==> config.mk <==
export PLATFORM = sky130hd
export DESIGN_NAME = periph_bus_arbiter
export DESIGN_NICKNAME = d
export VERILOG_FILES = /design/src/rtl/periph_bus_arbiter.sv
export SDC_FILE = /design/constraint.sdc
export NUM_CORES = 1
export LEC_CHECK = 0
export CAP_MARGIN = 20
export CORE_ASPECT_RATIO = 0.8
export CORE_MARGIN = 2
export CORE_UTILIZATION = 44
export CTS_BUF_LIST = sky130_fd_sc_hd__clkbuf_2 sky130_fd_sc_hd__clkbuf_4 sky130_fd_sc_hd__clkbuf_8
export CTS_CLUSTER_SIZE = 30
export DETAILED_ROUTE_END_ITERATION = 10
export PLACE_DENSITY = 0.92
export SLEW_MARGIN = 20
export SYNTH_ARGS = -nofsm -noshare
export SYNTH_HDL_FRONTEND = slang
export SYNTH_SLANG_ARGS = --single-unit
==> constraint.sdc <==
create_clock -name pclk -period 1.8 [get_ports pclk]
set_clock_uncertainty 0.2 [all_clocks]
set_input_delay 0.36 -clock pclk [delete_from_list [all_inputs] [get_ports pclk]]
set_output_delay 0.36 -clock pclk [all_outputs]
set_load 0.005 [all_outputs]
==> src/rtl/periph_bus_arbiter.sv <==
// Two-master round-robin arbiter and handshake sequencer for the peripheral io_* bus.
// Define PBA_TIMEOUT_EN to add an ACCESS watchdog that ends a stalled transfer with mX_err.
module periph_bus_arbiter #(
    parameter int XLEN           = 32,
    parameter int TIMEOUT_CYCLES = 255
) (
    input  logic            pclk,
    input  logic            rst,

    input  logic            m0_req,
    input  logic            m0_write,
    input  logic [XLEN-1:0] m0_addr,
    input  logic [XLEN-1:0] m0_wdata,
    input  logic [1:0]      m0_byte_size,
    output logic [XLEN-1:0] m0_rdata,
    output logic            m0_ack,
    output logic            m0_err,

    input  logic            m1_req,
    input  logic            m1_write,
    input  logic [XLEN-1:0] m1_addr,
    input  logic [XLEN-1:0] m1_wdata,
    input  logic [1:0]      m1_byte_size,
    output logic [XLEN-1:0] m1_rdata,
    output logic            m1_ack,
    output logic            m1_err,

    output logic [XLEN-1:0] io_addr,
    output logic            io_read,
    output logic            io_write,
    output logic [XLEN-1:0] io_wdata,
    output logic [1:0]      io_byte_size,
    output logic            read_ready,
    input  logic [XLEN-1:0] io_rdata,
    input  logic            io_ready,

    output logic            busy
);

    if (TIMEOUT_CYCLES < 1) begin : g_param_check
        $error("periph_bus_arbiter: TIMEOUT_CYCLES must be at least 1");
    end

`ifdef PBA_TIMEOUT_EN
    localparam int CNT_W = ($clog2(TIMEOUT_CYCLES + 1) > 8) ? $clog2(TIMEOUT_CYCLES + 1) : 8;
`endif

    typedef enum logic [1:0] {
        IDLE    = 2'd0,
        ACCESS  = 2'd1,
        RELEASE = 2'd2
    } state_t;

    // Every flop of the block lives in one record so reset and hold-by-default stay uniform.
    typedef struct packed {
        state_t               state;
        logic                 last_grant;
        logic [XLEN-1:0]      addr;
        logic [XLEN-1:0]      wdata;
        logic [1:0]           size;
        logic                 rd;
        logic                 wr;
        logic                 read_ready;
        logic [1:0][XLEN-1:0] rdata;
        logic [1:0]           ack;
`ifdef PBA_TIMEOUT_EN
        logic [1:0]           err;
        logic [CNT_W-1:0]     cnt;
`endif
    } regs_t;

    regs_t r;
    regs_t nxt;
    logic  gnt;
    logic  gnt_write;

    always_ff @(posedge pclk) begin
        // NOTE: registers use non-blocking assignments so every flop samples pre-edge values.
        if (rst) begin
            r            <= '0;
            r.last_grant <= 1'b1;
        end else begin
            r <= nxt;
        end
    end

    always_comb begin
        // NOTE: nxt starts as a copy of r so every path assigns every field and no latch is inferred.
        nxt       = r;
        nxt.ack   = '0;
`ifdef PBA_TIMEOUT_EN
        nxt.err   = '0;
`endif
        gnt       = 1'b0;
        gnt_write = 1'b0;

        case (r.state)
            IDLE: begin
                if (m0_req || m1_req) begin
                    // On a tie the master that was not served last wins.
                    gnt            = (m0_req && m1_req) ? ~r.last_grant : m1_req;
                    gnt_write      = gnt ? m1_write : m0_write;
                    nxt.last_grant = gnt;
                    nxt.addr       = gnt ? m1_addr      : m0_addr;
                    nxt.wdata      = gnt ? m1_wdata     : m0_wdata;
                    nxt.size       = gnt ? m1_byte_size : m0_byte_size;
                    nxt.rd         = ~gnt_write;
                    nxt.wr         = gnt_write;
                    nxt.state      = ACCESS;
`ifdef PBA_TIMEOUT_EN
                    nxt.cnt        = '0;
`endif
                end
            end

            ACCESS: begin
                if (io_ready) begin
                    if (!r.wr) begin
                        nxt.rdata[r.last_grant] = io_rdata;
                    end
                    nxt.ack[r.last_grant] = 1'b1;
                    nxt.rd                = 1'b0;
                    nxt.wr                = 1'b0;
                    nxt.read_ready        = 1'b1;
                    nxt.state             = RELEASE;
                end
`ifdef PBA_TIMEOUT_EN
                else if (r.cnt == CNT_W'(TIMEOUT_CYCLES - 1)) begin
                    // Watchdog expiry: error ack, no read_ready handshake.
                    nxt.rdata[r.last_grant] = '0;
                    nxt.ack[r.last_grant]   = 1'b1;
                    nxt.err[r.last_grant]   = 1'b1;
                    nxt.rd                  = 1'b0;
                    nxt.wr                  = 1'b0;
                    nxt.state               = IDLE;
                end else begin
                    nxt.cnt = r.cnt + CNT_W'(1);
                end
`endif
            end

            RELEASE: begin
                if (!io_ready) begin
                    nxt.read_ready = 1'b0;
                    nxt.state      = IDLE;
                end
            end

            default: begin
                nxt.state = IDLE;
            end
        endcase
    end

    assign io_addr      = r.addr;
    assign io_wdata     = r.wdata;
    assign io_byte_size = r.size;
    assign io_read      = r.rd;
    assign io_write     = r.wr;
    assign read_ready   = r.read_ready;
    assign m0_rdata     = r.rdata[0];
    assign m1_rdata     = r.rdata[1];
    assign m0_ack       = r.ack[0];
    assign m1_ack       = r.ack[1];
    assign busy         = (r.state != IDLE);

`ifdef PBA_TIMEOUT_EN
    assign m0_err = r.err[0];
    assign m1_err = r.err[1];
`else
    assign m0_err = 1'b0;
    assign m1_err = 1'b0;
`endif

endmodule

==> flow_summary.toml, run 1 <==
[die]
die_w_um = 145
fp.coreArea_um2 = 15600
die_h_um = 117
die-area_um2 = 16900
row_count = 41
ios = 309
initial_core_util = 0.447

[route]
routed_wl_um = 19300
ant_nets = 0
wl_per_cell_um = 17.3
first_pass_iters = 5
dr_total_vias = 5570
drtIter0Drc = 215
drc = 0
vias_per_cell = 4.99

[global_route]
grt-ovfl-total = 0
gr-max-usage-layer = "met2"
use_met2 = 0.398
grt_pass1_wl_um = 29600
globalRouteTotalUtil = 0.223
grt.met1_usage = 0.241
use_met3 = 0.0938
grt_max_degree = 70
antenna_found_initial = 0
grt_pass1_vias = 5631

[setup_path]
path_delay_family = "buffers and inverters"
end_kind = "register"
worstPathBufferInverterCount = 2
arrival_ns = 1.85
max_stage_delay_ns = 0.53
path_max_fanout = 32
startpoint_type = "input port"
slowest_stage = "clkdlybuf4s50_1"
crit_type = "input port to register"
path_cells = "clkdlybuf4s50_1 -> nand3b_4 -> or3b_2 -> buf_12 -> mux2i_1"
crit_required_ns = 1.90

[yosys]
syn_area_per_cell_um2 = 9.75
ys_ff_latch = 138
ys_seq_area_frac = 0.395
netlist_instances = 717
ys_types = 31
ys_warn_count = 0
syn_area_um2 = 6990

[power_and_ir_drop]
power.leakage_nw = 4.36
power.density_nw_per_um2 = 795
total_power_w = 0.00781
peakVddDrop_v = 0.000455

[clock_tree]
cts_tree = "done"
h-tree-depth = 4
clk_pin_slew_worst_paths_ns = 0.08
cts_buffers = 17
cts_sinks = 138
clock_path_buffers = 2
clock-root-buffer = "clkbuf_8"
clk_latency_ns = 0.43

[cells_and_area]
diodes = 0
multi_input_area_um2 = 2980
finalInstanceArea_um2 = 9820
fillers = 1303
area_growth_pct = 40.5
final_cells = 1117
fin_nets = 1061
drive_gt1_frac = 0.135
seqCellArea_um2 = 2820

[place]
dpl_cell_area_um2 = 9520
io_buffers = 306
place_inst = 1083
hpwlAfterDp_um = 13800
gp_congestion = 0.799
pre_cts_slack_ns = -0.401

[timing]
setup_viol_count_final = 0
timing.hold.ws_ns = 0.101
min_period_ns = 1.74
max_freq_ghz = 0.573
final-hold-violation-count = 0
drv_slew = 0
rsz0062_at_grt = "no"
post-route-period-util = 0.969
worst_slack_ns = 0.0559

[hold_path]
hp-class = "input port to register"

[run]
drv_cap = 0

[outcome]
status = "finished clean"
[per-stage QoR]
| step | setup TNS (ns) | util |
|---|---|---|
| after floorplan | 0 | - |
| after global placement | -35.41 | 0.608 |
| after detailed placement | -39.30 | 0.608 |
| after CTS | -0.0701 | 0.628 |
| after global routing | 0 | 0.628 |
| final | 0 | 0.628 |
[per-layer routing]
metal / part of all wire / up-vias
met4: 0.022 / 0
met1: 0.39 / 2627
li1: - / 2691
met2: 0.50 / 219
met5: 0 / -
met3: 0.083 / 33
[where the power goes]
group | total, W | switching (W) | internal, W | leakage [nW]
Sequential | 0.00345 | 0.000139 | 0.00331 | 1.15
Clock | 0.00257 | 0.00121 | 0.00135 | 0.205
Combinational | 0.00179 | 0.000757 | 0.00103 | 3.01
Total | 0.00781 | 0.00211 | 0.00570 | 4.36
[cell type report]
class                   instances  share of cell area
repair buffers                342               0.342
clock inverters                10              0.0120
well taps                     215              0.0274
multi-input cells             390               0.303
clock buffers                  21              0.0288
flip-flops and latches        138               0.287
inverters                       1            0.000382
[logic make-up after synthesis]
| logic type | Yosys count | synth area share |
|---|---|---|
| flip-flops | 138 | 0.395 |
| XOR/XNOR | 1 | 0.00125 |
| AND/OR/NAND/NOR | 115 | 0.104 |
| AO/OA/AOI/OAI | 141 | 0.128 |
| buffers and inverters | 190 | 0.184 |
| multiplexers | 131 | 0.188 |
| other | 1 | 0.000536 |
[cells in the mapped netlist]
master,n,area [um^2]
a211oi_1,66,495
a21boi_2,1,11.3
a21oi_1,68,340
a221o_1,1,10.0
buf_2,21,105
buf_4,133,998
buf_6,6,67.6
clkbuf_1,29,109
conb_1,1,3.75
dfxtp_1,138,2760
inv_2,1,3.75
mux2_2,1,11.3
mux2i_1,130,1300
nand2_1,2,7.51
nand2b_1,99,619
nand3b_4,1,20.0
nor2_1,4,15.0
nor2_2,1,6.26
nor2b_1,1,6.26
nor3_1,1,5.00
nor3_2,1,10.0
nor3b_1,1,7.51
nor4b_1,1,8.76
o21a_1,1,7.51
o21ai_0,2,10.0
o2bb2ai_1,1,8.76
o32ai_1,1,8.76
or2_2,1,6.26
or3b_1,1,8.76
or3b_2,1,8.76
xnor2_1,1,8.76
[cells in the final DEF, fill, tap and decap left out, types with 3 or more instances in the layout]
cell type / instances
buf_4: 21
nand2b_1: 99
a21oi_1: 68
clkbuf_8: 20
buf_12: 16
dlygate4sd2_1: 135
a211oi_1: 66
clkinv_4: 3
dfxtp_2: 43
mux2i_1: 130
nor2_1: 3
dfxtp_1: 95
clkinv_2: 3
clkdlybuf4s50_1: 169
[final timing paths]
path	start	to	slack [ns]	cells past startpoint
max reg2reg	r[137]	register	0.10	4
min reg2reg	register	register	0.27	2
max	io_ready	register	0.06	5
min	rst	read_ready	0.10	2
[timing repair]
| item | in CTS | in global routing |
|---|---|---|
| setup buffers | 2 | 1 |
| pin swaps | 0 | 1 |
| endpoints found under the setup margin | 136 | 1 |
| resized for setup | 179 | 2 |
| hold buffers | 0 | 0 |
Power figures use the tool's default switching activity.
==> run 2: changes to the inputs <==
--- a/config.mk
+++ b/config.mk
@@ -7,7 +7,7 @@
 export LEC_CHECK = 0
 export CAP_MARGIN = 20
 export CORE_ASPECT_RATIO = 0.8
-export CORE_MARGIN = 2
+export CORE_MARGIN = 1
 export CORE_UTILIZATION = 44
 export CTS_BUF_LIST = sky130_fd_sc_hd__clkbuf_2 sky130_fd_sc_hd__clkbuf_4 sky130_fd_sc_hd__clkbuf_8
 export CTS_CLUSTER_SIZE = 30
==> flow_summary.toml, run 2 (synthesized netlist as in run 1, its figures left out) <==
[global_route]
grt_pass1_wl_um = 28600
antenna_found_initial = 0
grt-ovfl-total = 0
grt_pass1_vias = 5564
globalRouteTotalUtil = 0.227
grt_max_degree = 53

[hold_path]
min_from = "rst"
hp-class = "input port to register"
hold_depth = 3

[clock_tree]
h-tree-depth = 4
cts_sinks = 138
cts_tree = "done"
clk_latency_ns = 0.43
holdBufCountCts = 0
clock_path_buffers = 2
clk_pin_slew_worst_paths_ns = 0.08
cts_buffers = 17
clock-root-buffer = "clkbuf_8"

[timing]
worst_slack_ns = 0.0420
rsz0062_at_grt = "no"
drv_slew = 0
min_period_ns = 1.76
post-route-period-util = 0.977
setup_viol_count_final = 0
final-hold-violation-count = 0
max_freq_ghz = 0.569
timing.hold.ws_ns = 0.246

[setup_path]
path_cells = "clkdlybuf4s50_1 -> nand3b_4 -> or3b_2 -> buf_12 -> mux2i_1"
path_delay_family = "buffers and inverters"
ff2ff_path_depth = 3
crit_required_ns = 1.91
max_stage_delay_ns = 0.53
path_max_fanout = 32
r2r_start = "r[135]"
crit_path_start = "io_ready"
worstPathBufferInverterCount = 2
arrival_ns = 1.87
startpoint_type = "input port"
rrSetupSlack_ns = 0.09
crit_type = "input port to register"
end_kind = "register"
slowest_stage = "clkdlybuf4s50_1"

[place]
dpl_cell_area_um2 = 9470
hpwlAfterDp_um = 13400
io_buffers = 306
gp_congestion = 0.818
pre_cts_slack_ns = -0.399

[cells_and_area]
seqCellArea_um2 = 2820
fillers = 1230
utilization = 0.645
area_growth_pct = 40.9
fin_nets = 1063
drive_gt1_frac = 0.138
final_common_cell = "clkdlybuf4s50_1"
finalInstanceArea_um2 = 9850
multi_input_area_um2 = 2980
diodes = 0
mostFrequentLayoutCells = "clkdlybuf4s50_1 (169), dlygate4sd2_1 (135), mux2i_1 (130)"

[die]
fp.coreArea_um2 = 15300
initial_core_util = 0.458
ios = 309
die_w_um = 143
die-area_um2 = 16400
row_count = 40
die_h_um = 115

[route]
first_pass_iters = 5
drtIter0Drc = 193
wl_per_cell_um = 16.8
ant_nets = 0
drc = 0
routed_wl_um = 18600
dr_total_vias = 5543
vias_per_cell = 4.98

[run]
drv_cap = 0

[power_and_ir_drop]
power.density_nw_per_um2 = 840
peakVddDrop_v = 0.000578
power.leakage_nw = 4.38

[outcome]
status = "finished clean"
[run 2: cell count changes in the layout (fill, tap and decap cells not counted), sizes merged]
cell    before  now
buf         37   40
clkinv       6    4
inv          2    1
bufinv       2    6
clkbuf      22   19
[run 2: metrics by stage]
step	power, W	setup TNS (ns)	instances
6_report	0.00827	0	1113
5_1_grt	0.00862	0	1113
3_5_place_dp	0.00542	-38.95	1080
2_1_floorplan	0.00457	0	718
3_3_place_gp	0.00538	-35.66	1080
4_1_cts	0.00833	0	1113
[run 2: layout make-up]
class	instances	share of cell area
clock buffer	19	0.0265
clock inverter	11	0.0222
inverter	1	0.000381
multi-input combinational	390	0.302
timing repair buffer	344	0.336
sequential	138	0.286
tap	210	0.0267
[run 2: worst max path at each step]
stage / end / slack [ns] / cells past startpoint
5_1_grt: io_addr[5] / 0.03 / 6
3_5_place_dp: register / -0.40 / 5
4_1_cts: register / 0.08 / 5
6_report: register / 0.04 / 5
2_1_floorplan: io_addr[0] / 0.13 / 5
3_3_place_gp: register / -0.37 / 5
[run 2: tightest hold or removal path, delay by kind of cell]
| family | cells | cell delay, ns |
|---|---|---|
| mux | 1 | 0.06 |
| simple gates | 1 | 0.15 |
| buf+inv | 1 | 0.27 |
[run 2: per-layer routing]
| layer | share of wire | up-vias | global-route usage |
|---|---|---|---|
| met5 | 0 | - | 0 |
| met4 | 0.020 | 0 | 0.0846 |
| met3 | 0.095 | 34 | 0.0941 |
| met2 | 0.49 | 232 | 0.401 |
| met1 | 0.39 | 2589 | 0.243 |
| li1 | - | 2688 | - |
[run 2: what timing repair did]
action                                  in CTS  in global routing
buffers inserted                             3                  0
hold endpoints to repair                     0                  0
endpoints found under the setup margin     136                  0
resized for setup                          184                  0
[run 2: where the power goes]
| group | switching, W | internal, W |
|---|---|---|
| registers | 0.000134 | 0.00331 |
| clock network | 0.00121 | 0.00185 |
| logic | 0.000747 | 0.00101 |
| total | 0.00209 | 0.00618 |
==> run 3: changes to the inputs <==
--- a/config.mk
+++ b/config.mk
@@ -8,11 +8,11 @@
 export CAP_MARGIN = 20
 export CORE_ASPECT_RATIO = 0.8
 export CORE_MARGIN = 1
-export CORE_UTILIZATION = 44
+export CORE_UTILIZATION = 47
 export CTS_BUF_LIST = sky130_fd_sc_hd__clkbuf_2 sky130_fd_sc_hd__clkbuf_4 sky130_fd_sc_hd__clkbuf_8
 export CTS_CLUSTER_SIZE = 30
 export DETAILED_ROUTE_END_ITERATION = 10
-export PLACE_DENSITY = 0.92
+export PLACE_DENSITY = 0.95
 export SLEW_MARGIN = 20
 export SYNTH_ARGS = -nofsm -noshare
 export SYNTH_HDL_FRONTEND = slang
==> constraint.sdc (replaced) <==
create_clock -name pclk -period 2.2 [get_ports pclk]
set_clock_uncertainty 0.2 [all_clocks]
set_input_delay 0.44 -clock pclk [delete_from_list [all_inputs] [get_ports pclk]]
set_output_delay 0.44 -clock pclk [all_outputs]
set_load 0.005 [all_outputs]
==> flow_summary.toml, run 3 (synthesized netlist as in run 1, its figures left out) <==
[cells_and_area]
area_growth_pct = 39.8
diodes = 0
drive_gt1_frac = 0.0774
final_common_cell = "clkdlybuf4s50_1"
finalInstanceArea_um2 = 9780
mostFrequentLayoutCells = "clkdlybuf4s50_1 (304), dfxtp_1 (136), mux2i_1 (130)"
fin_nets = 1049

[power_and_ir_drop]
total_power_w = 0.00659
power.density_nw_per_um2 = 674
power.leakage_nw = 3.74
peakVddDrop_v = 0.000476

[die]
die_h_um = 111
die-area_um2 = 15400
ios = 309
die_w_um = 138
row_count = 39
initial_core_util = 0.486
fp.coreArea_um2 = 14400

[setup_path]
path_delay_family = "buffers and inverters"
r2r_end = "io_wdata[18]"
rrSetupSlack_ns = 0.16
slowest_stage = "clkdlybuf4s50_1"
crit_type = "register to output port"
path_cells = "clkdlybuf4s50_1"
crit_end = "io_write"
worstPathBufferInverterCount = 1
path_depth = 1
path_max_fanout = 4
arrival_ns = 1.42
end_kind = "output port"
ff2ff_path_depth = 5
r2r_start = "r[137]"
startpoint_type = "register"
crit_required_ns = 1.56
crit_path_start = "io_write"
max_stage_delay_ns = 0.57

[timing]
min_period_ns = 2.06
final-hold-violation-count = 0
max_freq_ghz = 0.485
drv_slew = 0
rsz0062_at_grt = "no"
setup_viol_count_final = 0
post-route-period-util = 0.937

[route]
drc = 34
dr_total_vias = 5494
drtIter0Drc = 210
first_pass_iters = 7
vias_per_cell = 5.11
wl_per_cell_um = 17.1
ant_nets = 0
routed_wl_um = 18300

[place]
hpwlAfterDp_um = 13300
io_buffers = 306
gp_congestion = 0.786
dpl_cell_area_um2 = 9340

[hold_path]
hp-class = "register to register"

[outcome]
status = "complete, but fails checks"
violations = "DRC"

[clock_tree]
postCtsSetupBuffers = 0
cts_buffers = 17
clk_latency_ns = 0.41
h-tree-depth = 4
clock-root-buffer = "clkbuf_8"
cts_tree = "done"
clk_pin_slew_worst_paths_ns = 0.07
clock_path_buffers = 2
cts_sinks = 138

[global_route]
grt_pass1_wl_um = 28800
globalRouteTotalUtil = 0.238
grt_max_degree = 57
grt-ovfl-total = 0
grt_pass1_vias = 5632
antenna_found_initial = 0

[run]
drv_cap = 0
-- run 3: changes by cell type in the layout (fill, tap and decap cells not counted), moves of 2 or more --
| cell | before | now |
|---|---|---|
| buf_4 | 28 | 15 |
| bufinv_16 | 6 | 3 |
| clkdlybuf4s50_1 | 169 | 304 |
| clkinv_4 | 3 | 1 |
| clkinvlp_4 | 1 | 3 |
| dfxtp_1 | 93 | 136 |
| dfxtp_2 | 45 | 0 |
| dfxtp_4 | 0 | 2 |
| dlygate4sd2_1 | 135 | 0 |
| inv_6 | 0 | 4 |
-- run 3: repair_timing --
| item | CTS | global route |
|---|---|---|
| setup endpoints to repair | 1 | 1 |
| resized for setup | 4 | 1 |
| endpoints found under the hold margin | 0 | 0 |
| hold buffers | 0 | 0 |
| gates cloned | 0 | 0 |
-- run 3: per-stage QoR --
| step | hold slack [ns] | setup TNS (ns) | cells | worst slack, ns | utilization |
|---|---|---|---|---|---|
| floorplan | 0.249 | 0 | 718 | 0.448 | - |
| global placement | 0.258 | -1.47 | 1043 | -0.0498 | 0.649 |
| detailed placement | 0.260 | -1.78 | 1043 | -0.0827 | 0.649 |
| CTS | 0.277 | 0 | 1075 | 0.000493 | 0.679 |
| global route | 0.296 | 0 | 1075 | 0.0464 | 0.679 |
| finish | 0.271 | 0 | 1075 | 0.138 | 0.679 |
-- run 3: worst min-delay path by stage --
| stage | from | to | slack [ns] | cells after the start |
|---|---|---|---|---|
| after floorplan | register | register | 0.25 | 2 |
| after global placement | register | register | 0.26 | 2 |
| after detailed placement | register | register | 0.26 | 2 |
| after CTS | register | register | 0.28 | 2 |
| after global routing | register | register | 0.30 | 2 |
| final | register | register | 0.27 | 2 |
-- run 3: where the power goes --
part	leakage [nW]	total (W)	switching, W	internal, W
Clock	0.210	0.00224	0.00102	0.00121
Sequential	1.13	0.00282	0.000124	0.00270
Combinational	2.40	0.00153	0.000599	0.000932
Total	3.74	0.00659	0.00175	0.00484
-- run 3: final cells by class --
class	instances	area (um^2)
tap	184	230
sequential	138	2770
clock inverter	12	161
timing repair buffer	330	3370
multi-input combinational	390	2980
clock buffer	20	269
inverter	1	3.75
fill	1056	4620
-- run 3: routing by layer --
| metal | up-vias | global-route usage | share of wire |
|---|---|---|---|
| li1 | 2674 | - | - |
| met1 | 2576 | 0.255 | 0.38 |
| met2 | 212 | 0.427 | 0.51 |
| met3 | 32 | 0.0851 | 0.088 |
| met4 | 0 | 0.0921 | 0.020 |
| met5 | - | 0 | 0 |
-- run 3: tightest hold or removal path: stages, from the launching register on --
cell and delay [ns]:
dfxtp_1 0.31, nand2b_1 0.06, mux2i_1 0.06
